$ cat src/rtl/enc_8x3_pend_if.sv
// Event-encoder bus: raw event lines in, one binary index out per valid/ready transfer,
// plus pending-count and drop-pulse status.
interface enc_8x3_pend_if;
  logic [7:0] in;
  logic [2:0] out;
  logic       out_valid;
  logic       out_ready;
  logic [3:0] pend_cnt;
  logic       dropped;

  modport master (
    input  in, out_ready,
    output out, out_valid, pend_cnt, dropped
  );

  modport slave (
    output in, out_ready,
    input  out, out_valid, pend_cnt, dropped
  );
endinterface

$ cat src/rtl/enc_8x3_pend.sv
// Sticky 8-line event capture, emitted one 3-bit index at a time over valid/ready.
// Fixed-priority (highest index) or round-robin search, selected by PRIORITY_MODE.

// One pending bit. A new event on the same cycle as its grant re-arms the bit (set beats clear).
module enc_8x3_pend_cell (
  input  logic clk,
  input  logic rst,
  input  logic set,
  input  logic clr,
  output logic pend,
  output logic hit
);
  always_ff @(posedge clk or posedge rst) begin
    if (rst) pend <= 1'b0;
    else     pend <= (pend & ~clr) | set;
  end

  // Merge into a bit that stays pending: the event is lost.
  assign hit = set & pend & ~clr;
endmodule

module enc_8x3_pend #(
  parameter int PRIORITY_MODE = 0
) (
  input  logic             clk,
  input  logic             rst,
  enc_8x3_pend_if.master   bus
);
  localparam int NUM_LINES = 8;

  logic [NUM_LINES-1:0] req;
  logic [NUM_LINES-1:0] pend;
  logic [NUM_LINES-1:0] hit;
  logic [NUM_LINES-1:0] clr_mask;
  logic [NUM_LINES-1:0] pend_next;
  logic [2:0]           sel;
  logic [2:0]           idx;
  logic [3:0]           cnt_next;
  logic                 load;

  logic [2:0] out_q;
  logic       vld_q;
  logic [2:0] last_q;
  logic [3:0] cnt_q;
  logic       drop_q;

  assign req = bus.in;

  enc_8x3_pend_cell u_cell [NUM_LINES-1:0] (
    .clk  (clk),
    .rst  (rst),
    .set  (req),
    .clr  (clr_mask),
    .pend (pend),
    .hit  (hit)
  );

  // A new code is taken whenever something is pending and the output slot is free or draining.
  assign load = (|pend) && (!vld_q || bus.out_ready);

  always_comb begin
    sel = '0;
    idx = '0;
    if (PRIORITY_MODE == 0) begin
      for (int k = 0; k < NUM_LINES; k++)
        if (pend[k]) sel = 3'(k);
    end else begin
      // Descending offsets so the nearest index after last_q wins; offset 8 wraps to last_q itself.
      for (int i = NUM_LINES; i >= 1; i--) begin
        idx = last_q + 3'(i);
        if (pend[idx]) sel = idx;
      end
    end
  end

  always_comb begin
    clr_mask = '0;
    if (load) clr_mask[sel] = 1'b1;
  end

  assign pend_next = (pend & ~clr_mask) | req;

  always_comb begin
    cnt_next = '0;
    for (int k = 0; k < NUM_LINES; k++)
      cnt_next = cnt_next + {3'b000, pend_next[k]};
  end

  always_ff @(posedge clk or posedge rst) begin
    if (rst) begin
      out_q  <= 3'd0;
      vld_q  <= 1'b0;
      last_q <= 3'd7;
      cnt_q  <= 4'd0;
      drop_q <= 1'b0;
    end else begin
      drop_q <= |hit;
      cnt_q  <= cnt_next;
      if (load) begin
        out_q  <= sel;
        vld_q  <= 1'b1;
        last_q <= sel;
      end else if (vld_q && bus.out_ready) begin
        vld_q  <= 1'b0;
      end
    end
  end

  assign bus.out       = out_q;
  assign bus.out_valid = vld_q;
  assign bus.pend_cnt  = cnt_q;
  assign bus.dropped   = drop_q;
endmodule

$ cat src/flat_wrapper.sv
// flat-port wrapper written by rule: the top's interface ports become plain ports
module enc_8x3_pend_flat 
#(
  parameter int PRIORITY_MODE = 0
)
  (clk, rst, bus_in, bus_out_ready, bus_out, bus_out_valid, bus_pend_cnt, bus_dropped);
  enc_8x3_pend_if bus_i ();
  input  logic clk;
  input  logic rst;
  input wire logic [$bits(bus_i.in)-1:0] bus_in;
  input wire logic [$bits(bus_i.out_ready)-1:0] bus_out_ready;
  output wire logic [$bits(bus_i.out)-1:0] bus_out;
  output wire logic [$bits(bus_i.out_valid)-1:0] bus_out_valid;
  output wire logic [$bits(bus_i.pend_cnt)-1:0] bus_pend_cnt;
  output wire logic [$bits(bus_i.dropped)-1:0] bus_dropped;
  assign bus_i.in = bus_in;
  assign bus_i.out_ready = bus_out_ready;
  assign bus_out = bus_i.out;
  assign bus_out_valid = bus_i.out_valid;
  assign bus_pend_cnt = bus_i.pend_cnt;
  assign bus_dropped = bus_i.dropped;
  enc_8x3_pend #(.PRIORITY_MODE(PRIORITY_MODE)) u_core (.clk(clk), .rst(rst), .bus(bus_i));
endmodule
$ cat config.mk
export PLATFORM = sky130hd
export DESIGN_NAME = enc_8x3_pend_flat
export DESIGN_NICKNAME = d
export VERILOG_FILES = /design/src/rtl/enc_8x3_pend_if.sv /design/src/rtl/enc_8x3_pend.sv /design/src/flat_wrapper.sv
export SDC_FILE = /design/constraint.sdc
export NUM_CORES = 1
export LEC_CHECK = 0
export ABC_AREA = 1
export ABC_CLOCK_PERIOD_IN_PS = 3700
export BUFFER_PORTS_ARGS = -buffer_cell sky130_fd_sc_hd__buf_2
export CORE_MARGIN = 8
export CORE_UTILIZATION = 40
export DETAILED_ROUTE_END_ITERATION = 6
export GPL_ROUTABILITY_DRIVEN = 1
export SLEW_MARGIN = 25
export SYNTH_ARGS = -nofsm -noshare
export SYNTH_HDL_FRONTEND = slang
export SYNTH_SLANG_ARGS = --single-unit
export TNS_END_PERCENT = 20
$ cat constraint.sdc
create_clock -name clk -period 3.7 [get_ports clk]
set_input_delay 0.555 -clock clk [delete_from_list [all_inputs] [get_ports clk]]
set_output_delay 0.555 -clock clk [all_outputs]
set_load 0.1 [all_outputs]
==> impl_metrics.yaml, run 1 <==
logic_synthesis:
  syn_area_per_cell_um2: 8.59
  synth-edff-count: 0
  ys_types: 25
  ys_warn_count: 0
  async_reset_ff_share_pct: 100
  syn_area_um2: 1050
  yosysSeqAreaShare_pct: 40.6
  yosys_most_used_dff: "dfrtp_1"
  syn_nets: 140
  synth-seq-cells: 17
  syn_inst: 122
route:
  via_count: 870
  drt_iter0_markers: 5
  drc: 0
  vias_per_cell: 4.68
  avgRoutedWirePerCell_um: 11.9
  routed_wl_um: 2210
  drtPass1Iterations: 4
  antenna_left: 0
floorplanning:
  fp.coreArea_um2: 2480
  die-area_um2: 4520
  fp.dieH_um: 67.2
  ios: 20
  die_x_um: 67.2
  start_util_pct: 42.3
  fp-row-count: 18
cells_and_area:
  area_growth_pct: 27.1
  fin_util_pct: 53.8
  nets: 175
  mostFrequentLayoutCells: "24 x inv_1, 21 x nand2_1, 19 x buf_2"
  final_cells: 186
  drive_above_1_share_pct: 38.5
  final_common_cell: "inv_1"
  num_antenna_cells: 0
setup_path:
  crit_type: "reg2reg"
  start_kind: "flop"
  rr_worst_depth: 15
  cp_max_fo: 2
  r2r_setup_slack_ns: 0.18
  critical_path_required_ns: 3.90
  rr_startpoint: "u_core.bus.out_valid"
  startpoint: "u_core.bus.out_valid"
  cp-end-kind: "flop"
  arrival_ns: 3.73
  rr_endpoint: "u_core.bus.pend_cnt[1]"
power:
  switching_share_pct: 44.3
  power_switching_mw: 0.233
  power.clock.fraction_pct: 19.2
  p_leak_nw: 0.696
  seq_power_share_pct: 40.3
  power_density_nw_per_um2: 394
  p_total_mw: 0.525
  p_int_mw: 0.293
  peakVddDrop_mv: 0.319
  p_comb_share_pct: 40.5
grt:
  antenna_found_initial: 0
  grt_max_degree: 18
  grt_usage_pct: 11.3
  grt_pass1_wl_um: 3910
  grt_pass1_vias: 958
  gr-total-overflow: 0
sta:
  setup_viol: 0
  relSlewSlack_pct: 55.8
  setup_slack_ns: 0.177
  fin_crit_ns: 3.52
  finClkSkew_ns: 0.00338
  finalSetupTns_ns: 0
  finalHoldViolations: 0
  tightest_slew_ns: 0.662
  period_share_pct: 95.2
  slew_violations: 0
  fmax_mhz: 284
place:
  hpwlAfterDp_um: 1820
  place_ws_ns: -0.0912
  place_congestion: 0.837
  place_inst: 179
  portBuffers: 19
cts:
  cts_buffers: 3
  clock-root-buffer: "clkbuf_4"
  cts_tree: "yes"
  clkLatencyLatePin_ns: 0.30
  path_clk_slew_ns: 0.10
  cts_hold_buf: 0
  cts_max_level: 1
  clockBufferDepth: 2
  cts_sinks: 17
worst_hold_path:
  hold_class: "in2async"
job:
  drv_cap: 0
outcome:
  status: "finished clean"
==> cell usage after synthesis (all sizes together), types with 2 or more instances <==
library cell | instances | area (um^2)
a21o | 4 | 30.0
a21oi | 4 | 23.8
dfrtp | 17 | 425
fa | 4 | 80.1
ha | 3 | 37.5
inv | 29 | 111
nand2 | 27 | 124
nand3 | 10 | 72.6
nor2 | 15 | 76.3
o21ai | 2 | 13.8
o21bai | 2 | 15.0
==> final cells by class <==
| class | count | area, um^2 |
|---|---|---|
| Multi-Input combinational cell | 76 | 548 |
| Tap cell | 30 | 37.5 |
| Timing Repair Buffer | 30 | 178 |
| Inverter | 29 | 111 |
| Sequential cell | 17 | 432 |
| Fill cell | 240 | 1140 |
| Clock buffer | 4 | 26.3 |
==> cells by family after synthesis <==
kind of cell,after synthesis,share of synthesized area (%)
simple gates,55,28.2
xor+xnor,1,0.835
buf+inv,29,10.6
fa+ha+maj,7,11.2
flops,17,40.6
compound gates,13,8.59
==> critical path, cell delays in order, from the launching register on <==
cell     delay [ns]
dfrtp_4        0.48
inv_1          0.08
nor2_1         0.07
buf_4          0.14
nor3_4         0.13
nand2_2        0.08
a21o_1         0.21
fa_1           0.47
fa_1           0.50
inv_1          0.05
fa_1           0.42
inv_1          0.07
ha_2           0.17
inv_1          0.05
fa_1           0.47
inv_1          0.04
==> repair_timing <==
action | in CTS | in global routing
endpoints found under the setup margin | 2 | 2
resized for setup | 1 | 12
pin swaps | 2 | 8
buffers inserted | 1 | 2
==> power groups by stage <==
stage	Combinational, mW	Clock, mW	Sequential (mW)
after floorplan	0.0485	0	0.329
after global placement	0.208	0	0.214
after detailed placement	0.209	0	0.215
after CTS	0.209	0.107	0.212
after global routing	0.228	0.115	0.214
final	0.213	0.101	0.212
==> worst max path at each step <==
stage | end | depth (start not counted)
2_1_floorplan | u_core.bus.pend_cnt[2] | 16
3_3_place_gp | u_core.bus.pend_cnt[1] | 15
3_5_place_dp | u_core.bus.pend_cnt[1] | 15
4_1_cts | u_core.bus.pend_cnt[1] | 14
5_1_grt | u_core.bus.pend_cnt[1] | 15
6_report | u_core.bus.pend_cnt[1] | 15
==> per-stage QoR <==
| step | instance area (um^2) | hold slack [ns] |
|---|---|---|
| after floorplan | 1050 | 0.481 |
| after global placement | 1240 | 0.469 |
| after detailed placement | 1240 | 0.475 |
| after CTS | 1280 | 0.358 |
| after global routing | 1330 | 0.377 |
| final | 1330 | 0.334 |
==> per-layer routing <==
layer	up-vias	wire [um]	GRT usage [%]
li1	441	-	-
met1	404	882	12.1
met2	16	1130	18.2
met3	9	107	3.48
met4	0	92	9.14
met5	-	0	0
==> flip-flops by register name, summed over array words and instances, names as in the netlist <==
signal and count:
u_core.bus.out 3, u_core.bus.out_valid 1, u_core.bus.pend_cnt 4, u_core.u_cell.pend 8
u_core.bus.dropped 1
Power figures use the tool's default switching activity.
==> inputs of run 2 (changes only) <==
- ABC_AREA: 1 -> not set
==> impl_metrics.yaml, run 2 <==
logic_synthesis:
  async_reset_ff_share_pct: 100
  synth-compound-area-share_pct: 20.9
  syn_inst: 89
  synthTopCellsByArea: "dfrtp_1 44%, fa_1 8.3%, nor4_4 4.4%, ha_1 3.9%, inv_1 3.9%"
  yosys.area_share.simple_pct: 16.4
  syn_area_um2: 963
  syn_nets: 107
  synth_commonest_cells: "17 x dfrtp_1, 10 x inv_1, 6 x o21ai_0"
  synth-edff-count: 0
  synth_xor_area_share_pct: 0.909
  yosysMostFrequentCell: "dfrtp_1"
  synth-seq-cells: 17
  ys_types: 31
  yosys_most_used_dff: "dfrtp_1"
  synth_top_family_by_area: "compound AO/OA/AOI/OAI gates"
  ys_warn_count: 0
  yosysSeqAreaShare_pct: 44.2
  synth_top_cell_by_area: "dfrtp_1"
  synthMuxAreaShare_pct: 0
  synth_fa_ha_area_share_pct: 12.2
  syn_area_per_cell_um2: 10.8
  synth_top_area_share_pct: 44.2
grt:
  grt_max_degree: 18
  met1_usage_pct: 12.7
  grt_use_met2_pct: 18.1
  antenna_found_initial: 0
  top_usage_layer: "met2"
  grt_use_met3_pct: 3.26
  gr-total-overflow: 0
  grt_pass1_wl_um: 3740
  grt_pass1_vias: 827
  grt_usage_pct: 11.2
place:
  hpwlAfterDp_um: 1770
  portBuffers: 19
  place_congestion: 0.883
setup_path:
  critical_path_required_ns: 3.88
  crit_type: "reg2reg"
  cp_max_fo: 6
  cp-end-kind: "flop"
  arrival_ns: 3.70
  start_kind: "flop"
sta:
  tightest_slew_ns: 0.646
  grt_setup_unrepaired: "yes"
  fmax_mhz: 284
  slew_violations: 0
  finalSetupTns_ns: 0
  period_share_pct: 95.2
  fin_crit_ns: 3.52
  relSlewSlack_pct: 56.9
  finClkSkew_ns: 0.0162
  setup_viol: 0
  finalHoldViolations: 0
route:
  avgRoutedWirePerCell_um: 14.6
  routed_wl_um: 2210
  antenna_left: 0
  via_count: 773
  drc: 0
  vias_per_cell: 5.09
  drt_iter0_markers: 28
  drtPass1Iterations: 2
floorplanning:
  fp.coreArea_um2: 2250
  start_util_pct: 42.7
  die_x_um: 65.1
  die-area_um2: 4230
  fp-row-count: 17
  fp.dieH_um: 65.1
  ios: 20
power:
  p_leak_nw: 0.528
  peakVddDrop_mv: 0.214
  switching_share_pct: 39.3
  seq_power_share_pct: 46.1
  p_int_mw: 0.269
  power_switching_mw: 0.175
  p_comb_share_pct: 31.1
  power_density_nw_per_um2: 360
  power.clock.fraction_pct: 22.8
  p_total_mw: 0.444
cts:
  clockBufferDepth: 2
  clock-root-buffer: "clkbuf_4"
  cts_max_level: 1
  clkLatencyLatePin_ns: 0.30
  path_clk_slew_ns: 0.11
  cts_buffers: 3
  cts_tree: "yes"
  cts_sinks: 17
cells_and_area:
  area_growth_pct: 27.8
  mostFrequentLayoutCells: "19 x buf_2, 14 x buf_4, 13 x dfrtp_1"
  drive_above_1_share_pct: 38.7
  largest_register_ff_count: 8
  num_antenna_cells: 0
  nets: 143
  largest_register: "u_core.u_cell.pend"
  final_common_cell: "buf_2"
  fill_cells: 226
  fin_util_pct: 54.6
outcome:
  status: "finished clean"
worst_hold_path:
  hold_class: "in2async"
job:
  drv_cap: 0
-- run 2: metrics by stage --
stage	hold WS, ns	instances	area (um^2)	worst slack [ns]
after global placement	0.472	145	1160	-0.0882
after global routing	0.373	152	1230	-0.0145
after detailed placement	0.479	145	1160	-0.0805
final	0.321	152	1230	0.177
after floorplan	0.481	89	965	0.0335
after CTS	0.351	149	1190	0.0191
-- run 2: layout make-up --
| class | count | area (um^2) | share of cell area, % |
|---|---|---|---|
| repair buffers | 33 | 200 | 16.3 |
| multi-input cells | 60 | 500 | 40.7 |
| inverters | 10 | 37.5 | 3.05 |
| clock buffers | 3 | 22.5 | 1.83 |
| well taps | 28 | 35.0 | 2.85 |
| flip-flops and latches | 17 | 430 | 35.0 |
| clock inverters | 1 | 5.00 | 0.407 |
-- run 2: logic make-up after synthesis --
logic type               Yosys count
flip-flops                        17
buffers and inverters             12
AO/OA/AOI/OAI                     29
adder cells (fa/ha/maj)            7
XOR/XNOR                           1
AND/OR/NAND/NOR                   23
-- run 2: final timing paths --
check,cells after the start,slack [ns],start,endpoint
max,13,0.18,u_core.u_cell[6].pend,u_core.bus.pend_cnt[2]
min,2,0.32,rst,u_core.bus.out[1]
max reg2reg,13,0.18,u_core.u_cell[6].pend,u_core.bus.pend_cnt[2]
min reg2reg,1,0.50,u_core.bus.out[1],u_core.bus.out[1]
max in group asynchronous,2,2.91,rst,u_core.u_cell[6].pend
min in group clk,2,0.50,bus_in[3],u_core.u_cell[3].pend
-- run 2: per-layer routing --
| layer | vias to the layer above | routed length (um) |
|---|---|---|
| met2 | 14 | 1090 |
| met1 | 368 | 963 |
| met3 | 8 | 94 |
| met4 | 0 | 66 |
| li1 | 383 | - |
| met5 | - | 0 |
-- run 2: critical path, stage by stage (launching register included) --
cell and delay [ns]:
dfrtp_2 0.48, nor2_4 0.13, nand4_1 0.16, o21bai_1 0.20
a21o_1 0.18, fa_1 0.48, fa_1 0.50, inv_1 0.05
fa_1 0.45, inv_1 0.07, ha_2 0.17, inv_1 0.05
fa_1 0.37, xnor2_1 0.13
-- run 2: timing repair --
action,CTS,global route
endpoints found under the hold margin,0,0
gates resized for setup,0,9
hold buffers,0,0
endpoints found under the setup margin,0,2
buffers inserted,0,3
-- run 2: power groups by stage --
stage | sequential (mW) | clock, mW | combinational (mW)
detailed placement | 0.207 | 0 | 0.136
CTS | 0.203 | 0.102 | 0.136
global route | 0.206 | 0.115 | 0.147
global placement | 0.207 | 0 | 0.136
floorplan | 0.283 | 0 | 0.0298
finish | 0.204 | 0.101 | 0.138
==> inputs of run 3 (changes only) <==
- CELL_PAD_IN_SITES_DETAIL_PLACEMENT: not set -> 0
- CELL_PAD_IN_SITES_GLOBAL_PLACEMENT: not set -> 1
- CORE_UTILIZATION: 40 -> 33
- MAX_ROUTING_LAYER: not set -> met4
- PLACE_DENSITY_LB_ADDON: not set -> 0.1
==> impl_metrics.yaml, run 3 (synthesized netlist as in run 2, its figures left out) <==
setup_path:
  crit_slowest_cell: "fa_2"
  crit_top_cell: "inv_1"
  critical_path_required_ns: 3.90
  start_kind: "flop"
  crit_chain: "nor2_4 -> nand4_1 -> o21bai_1 -> a21o_1 -> fa_1 -> fa_1 -> inv_1 -> fa_1 -> inv_1 -> ha_2 -> inv_1 -> fa_2 -> inv_1"
  cpPeakStageDelay_ns: 0.51
  cp_max_fo: 6
  r2r_setup_slack_ns: 0.13
  startpoint: "u_core.u_cell[6].pend"
  crit_end: "u_core.bus.pend_cnt[1]"
  rr_startpoint: "u_core.u_cell[6].pend"
  cp-end-kind: "flop"
  rr_worst_depth: 13
  crit_type: "reg2reg"
  rr_endpoint: "u_core.bus.pend_cnt[1]"
  arrival_ns: 3.77
floorplanning:
  start_util_pct: 34.9
  die-area_um2: 4900
  die_x_um: 70.0
  fp.dieH_um: 70.0
  ios: 20
  fp.coreArea_um2: 2760
  fp-row-count: 19
cells_and_area:
  area_growth_pct: 29.9
  num_antenna_cells: 0
  fin_util_pct: 45.4
  fill_cells: 279
  largest_register: "u_core.u_cell.pend"
  final_common_cell: "buf_2"
  nets: 145
  final_cell_area_um2: 1250
  mostFrequentLayoutCells: "19 x buf_2, 16 x buf_4, 14 x dfrtp_1"
  largest_register_ff_count: 8
  drive_above_1_share_pct: 39.7
place:
  place_congestion: 0.830
  hpwlAfterDp_um: 1770
  placed_cell_area_um2: 1180
  place_ws_ns: -0.118
  portBuffers: 19
route:
  vias_per_cell: 4.94
  drc: 0
  antenna_left: 0
  drtPass1Iterations: 4
  avgRoutedWirePerCell_um: 14.5
  drt_iter0_markers: 16
  routed_wl_um: 2270
  via_count: 775
sta:
  tightest_slew_ns: 0.697
  setup_viol: 0
  finalHoldViolations: 0
  relSlewSlack_pct: 53.5
  slew_violations: 0
  finClkSkew_ns: 0.00354
  setup_slack_ns: 0.129
  fin_crit_ns: 3.57
  fmax_mhz: 280
  period_share_pct: 96.5
power:
  peakVddDrop_mv: 0.256
  power_switching_mw: 0.177
  power_density_nw_per_um2: 356
  power.clock.fraction_pct: 23.0
  switching_share_pct: 39.7
  p_int_mw: 0.269
  p_comb_share_pct: 31.2
  p_leak_nw: 0.537
  seq_power_share_pct: 45.8
cts:
  cts_buffers: 3
  cts_tree: "yes"
  cts_max_level: 1
  cts_sinks: 17
  path_clk_slew_ns: 0.11
  clkLatencyLatePin_ns: 0.29
  clockBufferDepth: 2
  clock-root-buffer: "clkbuf_4"
worst_hold_path:
  hold_class: "in2async"
job:
  drv_cap: 0
grt:
  grt_usage_pct: 10.0
  grt_pass1_wl_um: 4060
  grt_max_degree: 18
  antenna_found_initial: 0
  gr-total-overflow: 0
  grt_pass1_vias: 874
outcome:
  status: "finished clean"
run 3: cell types whose count changed in the layout (fill, tap and decap cells not counted):
cell     before  now
fa_2          0    1
o21ai_0       5    6
o21ai_1       2    1
fa_1          4    3
dfrtp_1      13   14
buf_4        14   16
dfrtp_2       4    3
run 3: through the flow:
step                      power (mW)  std cells   TNS, ns  hold slack, ns
final                          0.446        157         0           0.354
after global routing           0.473        157  -0.00661           0.402
after CTS                      0.450        154         0           0.362
after detailed placement       0.344        150    -0.228           0.480
after global placement         0.344        150    -0.230           0.473
after floorplan                0.313         89         0           0.481
run 3: layout make-up:
| cell class | instances | area (um^2) | area share [%] |
|---|---|---|---|
| Clock buffer | 3 | 22.5 | 1.80 |
| Clock inverter | 1 | 5.00 | 0.400 |
| Inverter | 10 | 37.5 | 3.00 |
| Multi-Input combinational cell | 60 | 503 | 40.2 |
| Sequential cell | 17 | 429 | 34.3 |
| Tap cell | 31 | 38.8 | 3.10 |
| Timing Repair Buffer | 35 | 215 | 17.2 |
run 3: worst min-delay path by stage:
stage,startpoint,end,slack (ns),depth (start not counted)
2_1_floorplan,rst,u_core.bus.dropped,0.48,1
3_3_place_gp,u_core.bus.out[1],u_core.bus.out[1],0.47,1
3_5_place_dp,u_core.bus.out[1],u_core.bus.out[1],0.48,1
4_1_cts,rst,u_core.u_cell[7].pend,0.36,2
5_1_grt,rst,u_core.u_cell[7].pend,0.40,2
6_report,rst,u_core.bus.out[2],0.35,2
run 3: layer usage:
layer | wire length (um) | GRT usage (%) | part of all wire, %
met5 | 0 | - | 0
met2 | 1120 | 16.2 | 49
met4 | 14 | 3.35 | 0.62
met3 | 91 | 2.54 | 4.0
met1 | 1050 | 11.8 | 46
run 3: power groups by stage:
stage	clock network (mW)	logic [mW]	registers (mW)
2_1_floorplan	0	0.0298	0.283
3_3_place_gp	0	0.137	0.207
3_5_place_dp	0	0.137	0.207
4_1_cts	0.108	0.138	0.204
5_1_grt	0.118	0.149	0.207
6_report	0.102	0.139	0.204
run 3: worst max-delay path, delay by kind of cell, from the launching register on:
| family | cells | cell delay [ns] |
|---|---|---|
| simple gates | 2 | 0.28 |
| buf+inv | 4 | 0.22 |
| compound gates | 2 | 0.39 |
| flops | 1 | 0.48 |
| fa+ha+maj | 5 | 2.09 |
run 3: repair_timing:
| action | 4_1_cts | 5_1_grt |
|---|---|---|
| setup endpoints to repair | 0 | 2 |
| hold buffers | 0 | 0 |
| hold endpoints to repair | 0 | 0 |
| buffers inserted | 0 | 3 |
| resized for setup | 0 | 8 |
